## src/rtl/bcd2binary_if.sv

```systemverilog
// Handshake and data bundle between a BCD source and the bcd2binary converter.
// The master drives start/bcd; the slave (the converter) returns busy/done/err/binary.
// Widths follow the converter parameters so one instance serves any digit count.
interface bcd2binary_if #(
  parameter int DIGITS = 3,
  parameter int BIN_W  = 10
);
  logic                  start;
  logic [4*DIGITS-1:0]   bcd;
  logic                  busy;
  logic                  done;
  logic                  err;
  logic [BIN_W-1:0]      binary;

  modport master (
    output start,
    output bcd,
    input  busy,
    input  done,
    input  err,
    input  binary
  );

  modport slave (
    input  start,
    input  bcd,
    output busy,
    output done,
    output err,
    output binary
  );
endinterface

```

## src/rtl/bcd2binary.sv

```systemverilog
// Sequential reverse double-dabble: packed BCD in, unsigned binary out.
// Latency: 2*BIN_W+1 edges after start is accepted (21 for defaults); illegal digit -> 1 edge.
// Backpressure: start is only sampled in IDLE; requests while busy are dropped.
module bcd2binary #(
  parameter int DIGITS = 3,
  parameter int BIN_W  = 10
) (
  input logic        clk,
  input logic        rst,
  bcd2binary_if.slave bus
);

  localparam int BCD_W = 4 * DIGITS;
  localparam int CNT_W = $clog2(BIN_W + 1);

  typedef enum logic [1:0] {
    IDLE   = 2'd0,
    SHIFT  = 2'd1,
    ADJUST = 2'd2,
    DONE   = 2'd3
  } state_t;

  state_t             state;
  logic [BCD_W-1:0]   bcd_r;
  logic [BIN_W-1:0]   bin_r;
  logic [CNT_W-1:0]   cnt;
  logic               err_r;
  logic               busy_r;
  logic               done_r;
  logic               err_o;
  logic [BIN_W-1:0]   binary_o;

  logic               bad_digit;
  logic [BCD_W-1:0]   bcd_adj;

  // Flag any incoming digit above 9; such an input is rejected without shifting.
  always_comb begin
    bad_digit = 1'b0;
    for (int i = 0; i < DIGITS; i++) begin
      if (bus.bcd[4*i +: 4] > 4'd9) begin
        bad_digit = 1'b1;
      end
    end
  end

  // Undo the double-dabble +3: every digit that reached 8 or more after the
  // right shift gets 3 taken off, each digit on its own with no borrow across.
  always_comb begin
    bcd_adj = bcd_r;
    for (int i = 0; i < DIGITS; i++) begin
      if (bcd_r[4*i +: 4] >= 4'd8) begin
        bcd_adj[4*i +: 4] = bcd_r[4*i +: 4] - 4'd3;
      end
    end
  end

  // Conversion FSM with registered busy/done/err/binary outputs.
  always_ff @(posedge clk or negedge rst) begin
    if (!rst) begin
      state    <= IDLE;
      bcd_r    <= '0;
      bin_r    <= '0;
      cnt      <= '0;
      err_r    <= 1'b0;
      busy_r   <= 1'b0;
      done_r   <= 1'b0;
      err_o    <= 1'b0;
      binary_o <= '0;
    end else begin
      done_r <= 1'b0;
      case (state)
        IDLE: begin
          if (bus.start) begin
            bcd_r  <= bus.bcd;
            bin_r  <= '0;
            cnt    <= CNT_W'(BIN_W);
            busy_r <= 1'b1;
            err_r  <= bad_digit;
            state  <= bad_digit ? DONE : SHIFT;
          end
        end
        SHIFT: begin
          // One bit moves from the BCD LSB into the binary MSB end.
          {bcd_r, bin_r} <= {bcd_r, bin_r} >> 1;
          cnt            <= cnt - CNT_W'(1);
          state          <= ADJUST;
        end
        ADJUST: begin
          bcd_r <= bcd_adj;
          state <= (cnt == '0) ? DONE : SHIFT;
        end
        DONE: begin
          // A legal input is fully consumed once every bit has been shifted out.
          if (!err_r) begin
            assert (bcd_r == '0);
          end
          binary_o <= err_r ? '0 : bin_r;
          err_o    <= err_r;
          done_r   <= 1'b1;
          busy_r   <= 1'b0;
          state    <= IDLE;
        end
        default: begin
          state  <= IDLE;
          busy_r <= 1'b0;
        end
      endcase
    end
  end

  assign bus.busy   = busy_r;
  assign bus.done   = done_r;
  assign bus.err    = err_o;
  assign bus.binary = binary_o;

endmodule

```

## src/flat_wrapper.sv

```systemverilog
// flat-port wrapper written by rule: the top's interface ports become plain ports
module bcd2binary_flat 
#(
  parameter int DIGITS = 3,
  parameter int BIN_W  = 10
)
  (clk, rst, bus_start, bus_bcd, bus_busy, bus_done, bus_err, bus_binary);
  bcd2binary_if #(.DIGITS(DIGITS), .BIN_W(BIN_W)) bus_i ();
  input logic clk;
  input logic rst;
  input wire logic [$bits(bus_i.start)-1:0] bus_start;
  input wire logic [$bits(bus_i.bcd)-1:0] bus_bcd;
  output wire logic [$bits(bus_i.busy)-1:0] bus_busy;
  output wire logic [$bits(bus_i.done)-1:0] bus_done;
  output wire logic [$bits(bus_i.err)-1:0] bus_err;
  output wire logic [$bits(bus_i.binary)-1:0] bus_binary;
  assign bus_i.start = bus_start;
  assign bus_i.bcd = bus_bcd;
  assign bus_busy = bus_i.busy;
  assign bus_done = bus_i.done;
  assign bus_err = bus_i.err;
  assign bus_binary = bus_i.binary;
  bcd2binary #(.DIGITS(DIGITS), .BIN_W(BIN_W)) u_core (.clk(clk), .rst(rst), .bus(bus_i));
endmodule
```

## config.mk

```make
export PLATFORM = sky130hd
export DESIGN_NAME = bcd2binary_flat
export DESIGN_NICKNAME = d
export VERILOG_FILES = /design/src/rtl/bcd2binary_if.sv /design/src/rtl/bcd2binary.sv /design/src/flat_wrapper.sv
export SDC_FILE = /design/constraint.sdc
export NUM_CORES = 1
export LEC_CHECK = 0
export CAP_MARGIN = 30
export CORE_MARGIN = 8
export CORE_UTILIZATION = 50
export CTS_CLUSTER_DIAMETER = 50
export DETAILED_ROUTE_END_ITERATION = 12
export PLACE_DENSITY_LB_ADDON = 0.12
export SYNTH_ARGS = -nofsm -noshare
export SYNTH_HDL_FRONTEND = slang
export SYNTH_SLANG_ARGS = --single-unit
export TNS_END_PERCENT = 50
```

## constraint.sdc

```tcl
create_clock -name clk -period 2.1 [get_ports clk]
set_input_delay 0.42 -clock clk [delete_from_list [all_inputs] [get_ports clk]]
set_output_delay 0.42 -clock clk [all_outputs]
set_load 0.01 [all_outputs]
```

## Word-level counts from Yosys, hierarchy flattened

Index checks and enable logic that the tools add are counted.

- Register bits after elaboration: 42
- Bits in latches: 0
- Memory bits (writable): 0
- Bits in read-only memories: 0
- Input bits: 15
- Output and inout port bits: 13
- Word-level logic and storage cells: 59
- Memories kept: 0

- Add/subtract/negate cells: 4
- $mul: 0
- Divide/modulo/power cells: 0
- Magnitude comparators: 6
- Equality and inequality tests: 7
- Shift-type cells: 0
- Mux-type cells: 20
- Bitwise logic cells: 0
- Reductions and logical operators: 11

Operator list:

| cell | count |
|---|---|
| one-hot mux 12 bit (3 select lines) | 1 |
| 2-to-1 mux 10 bit | 2 |
| one-hot mux 10 bit (2 select lines) | 1 |
| 2-to-1 mux 4 bit | 4 |
| greater-or-equal comparator 4 bit (second input constant) | 3 |
| > comparator 4 bit (second input constant) | 3 |
| 2-to-1 mux 12 bit | 1 |
| subtractor 4 x 2 -> 4 bit (second input constant) | 3 |
| AND reduction 3 bit | 3 |
| one-hot mux 2 bit (4 select lines) | 1 |
| one-hot mux 4 bit (2 select lines) | 1 |
| 2-to-1 mux 2 bit | 3 |
| inequality test 2 x 1 -> 1 bit (second input constant) | 3 |
| AND reduction 2 bit | 3 |
| 2-to-1 mux 1 bit | 5 |
| == test 2 bit (second input constant) | 2 |
| logical NOT 4 bit | 1 |
| nonzero test 2 bit | 2 |
| subtractor 4 x 1 -> 4 bit (second input constant) | 1 |
| nonzero test 3 bit | 1 |
| == test 2 x 1 -> 1 bit (second input constant) | 1 |
| logical NOT 2 bit | 1 |
| inequality test 2 bit (second input constant) | 1 |
| one-hot mux 1 bit (2 select lines) | 1 |

## Logic depth before layout (Yosys ltp)

- Depth after elaboration: 7
- Gate-level depth with buffers: 8
- Mapped depth without buffers: 6

## Worst setup path after synthesis

No wires, ideal clock.

- Path kind: reg-to-reg
- Start: register u_core.state[0]
- End: register u_core.bcd_r[4]
- Setup time: 125 ps
- Arrival time: 1,586 ps
- Data required time: 1,975 ps
- Slack: 389 ps
- Stages on the path, launching flop included: 8
- Path through: dfrtp_1 -> inv_1 -> ha_1 -> buf_2 -> nor3_4 -> or2_4 -> a21oi_4 -> mux2_2

- Word-level cells in the longest chain between the ends: 3

Ends and longest elaborated chain:

| what | RTL line | RTL |
|---|---|---|
| start: declaration | bcd2binary.sv:23 | `state_t state;` |
| start signal: assignment | bcd2binary.sv:79 | `state <= bad_digit ? DONE : SHIFT;` |
| start signal: assignment | bcd2binary.sv:90 | `state <= (cnt == '0) ? DONE : SHIFT;` |
| == test 2 bit, or another cell as far along | bcd2binary.sv:71 | `case (state)` |
| inequality test 2 x 1 -> 1 bit (no source line), or another cell as far along | - |  |
| AND reduction 3 bit (no source line) | - |  |
| end signal: assignment | bcd2binary.sv:74 | `bcd_r <= bus.bcd;` |
| end signal: assignment | bcd2binary.sv:84 | `{bcd_r, bin_r} <= {bcd_r, bin_r} >> 1;` |
| end signal: assignment | bcd2binary.sv:89 | `bcd_r <= bcd_adj;` |
| end: declaration | bcd2binary.sv:24 | `logic [BCD_W-1:0] bcd_r;` |

Parallel ways exist; a longest one is shown, timed or not.
A chain may end at the register's enable or synchronous reset.

## Worst setup path after layout

- Start: register u_core.state[1]
- End: register u_core.bcd_r[6]

The elaborated chain is that of the path after synthesis.

==> results.sh <==
export IMPL_chipWidth_um=82.3
export IMPL_post_route_period_util_pct=89.1
export IMPL_slew_headroom_pct=73.6
export IMPL_place_gp_congestion=0.768
export IMPL_cts_setup_buffers=0
export IMPL_avgSynthCellArea_um2=9.86
export IMPL_finalInstanceArea_um2=2680
export IMPL_worstMarginPinSlew_ps=396
export IMPL_maxSlewViolCount=0
export IMPL_violations="hold timing"
export IMPL_cts_resized=0
export IMPL_final_cell_mix="dfrtp_1, clkdlybuf4s50_1, inv_1, o21ai_0, nand2_1"
export IMPL_drive_gt1_share_pct=13.5
export IMPL_grt_use_total_pct=14.0
export IMPL_clk_pin_slew_worst_paths_ps=80
export IMPL_drt_first_pass_iters=4
export IMPL_rsz0062_at_grt="no"
export IMPL_drt_iter0_drc=75
export IMPL_worstSkewPairLatency_ps=300
export IMPL_cts_tree="yes"
export IMPL_finClkSkew_ps=7.98
export IMPL_cp_required_ps=2290
export IMPL_syn_nets=249
export IMPL_die_y_um=82.3
export IMPL_n_antenna_cell=0
export IMPL_fin_crit_ps=1870
export IMPL_port_buffers=27
export IMPL_numCtsBuffers=5
export IMPL_drc=0
export IMPL_yosysSeqAreaShare_pct=47.8
export IMPL_wl_per_cell_um=13.9
export IMPL_final_common_cell="dfrtp_1"
export IMPL_cts_sinks=42
export IMPL_critPathMaxFanout=7
export IMPL_yosysUniqueCellTypes=36
export IMPL_grt_start_max_net_pins=17
export IMPL_routed_wl_um=4330
export IMPL_vias=1705
export IMPL_initial_utilization_pct=51.2
export IMPL_core_um2=4290
export IMPL_ir_drop_uv=852
export IMPL_setup_tns_ps=0
export IMPL_ios=28
export IMPL_fin_util_pct=62.3
export IMPL_vias_per_cell=5.48
export IMPL_rows=24
export IMPL_fillCellCount=359
export IMPL_start_kind="flip-flop"
export IMPL_ys_ff_latch=42
export IMPL_die_area_um2=6770
export IMPL_power_total_mw=4.03
export IMPL_cp_end_kind="flip-flop"
export IMPL_cts_htree_levels=2
export IMPL_synthToLayoutAreaGrowth_pct=21.7
export IMPL_leakagePower_nw=1.18
export IMPL_finalNetCount=284
export IMPL_grt_pass1_wl_um=7560
export IMPL_place_area_um2=2580
export IMPL_powerDensity_nw_per_um2=1510
export IMPL_ys_warn_count=0
export IMPL_hp_class="input port to async pin"
export IMPL_ant_nets=0
export IMPL_worstPathArrival_ps=2060
export IMPL_root_buffer="clkbuf_8"
export IMPL_cts_buffer_depth=2
export IMPL_use_met1_pct=18.3
export IMPL_ctsHoldBuffers=0
export IMPL_status="finished, violations left"
export IMPL_dp_hpwl_um=3180
export IMPL_hold_ws_ps=-3.93
export IMPL_grt_pass1_vias=1653
export IMPL_final_hold_violation_count=4
export IMPL_top_usage_layer="met2"
export IMPL_use_met2_pct=22.3
export IMPL_postSynthCellCount=223
export IMPL_syn_cell_area_um2=2200
export IMPL_setup_violations=0
export IMPL_fmax_mhz=535
export IMPL_met3_usage_pct=3.68
export IMPL_antenna_found_initial=0
export IMPL_crit_type="flip-flop to flip-flop"
export IMPL_overflow=0
export IMPL_drv_cap=0
[cell usage after synthesis]
cell type,n,area (um2)
dfrtp_1,42,1050
inv_1,23,86.3
o21ai_0,22,110
nand2_1,16,60.1
a22o_1,13,114
a21oi_1,12,60.1
nor2_1,12,45.0
ha_1,11,138
nand3_1,8,40.0
a22oi_1,7,52.6
buf_2,7,35.0
mux2_2,7,78.8
nand3b_1,5,37.5
nor2b_1,5,31.3
clkbuf_1,3,11.3
nand2b_1,3,18.8
nor3_1,3,15.0
o211ai_1,3,22.5
mux2i_1,2,20.0
nor3_2,2,20.0
o311ai_0,2,17.5
a21o_1,1,7.51
a21oi_4,1,16.3
a31oi_1,1,6.26
and2_1,1,6.26
buf_1,1,3.75
buf_4,1,7.51
nor2b_2,1,8.76
nor3_4,1,16.3
nor3b_1,1,7.51
nor4bb_1,1,10.0
o2111ai_1,1,8.76
o21a_1,1,7.51
o32a_1,1,10.0
or2_4,1,8.76
xnor2_1,1,8.76
[worst max-delay path, stage by stage, from the launching register on]
cell,delay (ps)
dfrtp_1,410
inv_1,80
ha_1,280
nor2b_2,200
or2_4,270
a21oi_4,170
mux2_2,350
[registers in the layout, summed over array words and instances, names as in the netlist]
name               flops
u_core.state           2
u_core.bus.binary     10
u_core.bus.done        1
u_core.bin_r          10
u_core.bcd_r          12
u_core.bus.err         1
u_core.bus.busy        1
u_core.cnt             4
u_core.err_r           1
[path summary, 6_finish.rpt]
path | start | to | slack (ps) | cells after the start
setup reg to reg | u_core.state[1] | u_core.bcd_r[6] | 230 | 6
hold reg to reg | u_core.bus.err | u_core.bus.err | 510 | 1
hold / removal | rst | u_core.cnt[2] | -4 | 1
min in group clk | u_core.bus.err | u_core.bus.err | 510 | 1
max in group asynchronous | rst | u_core.bcd_r[8] | 1570 | 2
setup / recovery | u_core.state[1] | u_core.bcd_r[6] | 230 | 6
[power breakdown]
part	switching (mW)	internal, mW
sequential	0.258	1.10
clock	0.285	0.264
combinational	1.09	1.03
[kinds of logic (layout without fill, tap and decap cells)]
group                      after synthesis  in the layout  share of synthesized area (%)
muxes                                    9              9                           4.50
xor gates and xnor gates                 1              1                          0.398
buffers and inverters                   35             71                           6.54
and+or+nand+nor                         60             60                           14.8
DFF                                     42             42                           47.8
AOI/OAI and AO/OA                       65             65                           19.7
adders and majority gates               11             11                           6.26
[layer usage]
metal  up-vias  share of wire [%]  wire length (um)
met5         -                  0                 0
met4         0                1.3                55
met3         5                4.1               177
met2        37                 47              2020
met1       821                 48              2070
li1        842                  -                 -
[stage by stage]
| step | worst slack (ps) | instances |
|---|---|---|
| detailed placement | 190 | 303 |
| global placement | 222 | 303 |
| floorplan | 389 | 223 |
| finish | 230 | 311 |
| global route | 156 | 311 |
| CTS | 221 | 311 |
[layout make-up]
| class | count | area [um2] | share of cell area (%) |
|---|---|---|---|
| multi-input cells | 146 | 1000 | 37.5 |
| inverters | 23 | 86.3 | 3.23 |
| well taps | 52 | 65.1 | 2.43 |
| clock inverters | 2 | 12.5 | 0.468 |
| clock buffers | 6 | 82.6 | 3.09 |
| repair buffers | 40 | 375 | 14.0 |
| flip-flops and latches | 42 | 1050 | 39.3 |
No activity file was read; power rests on OpenSTA's default activity.
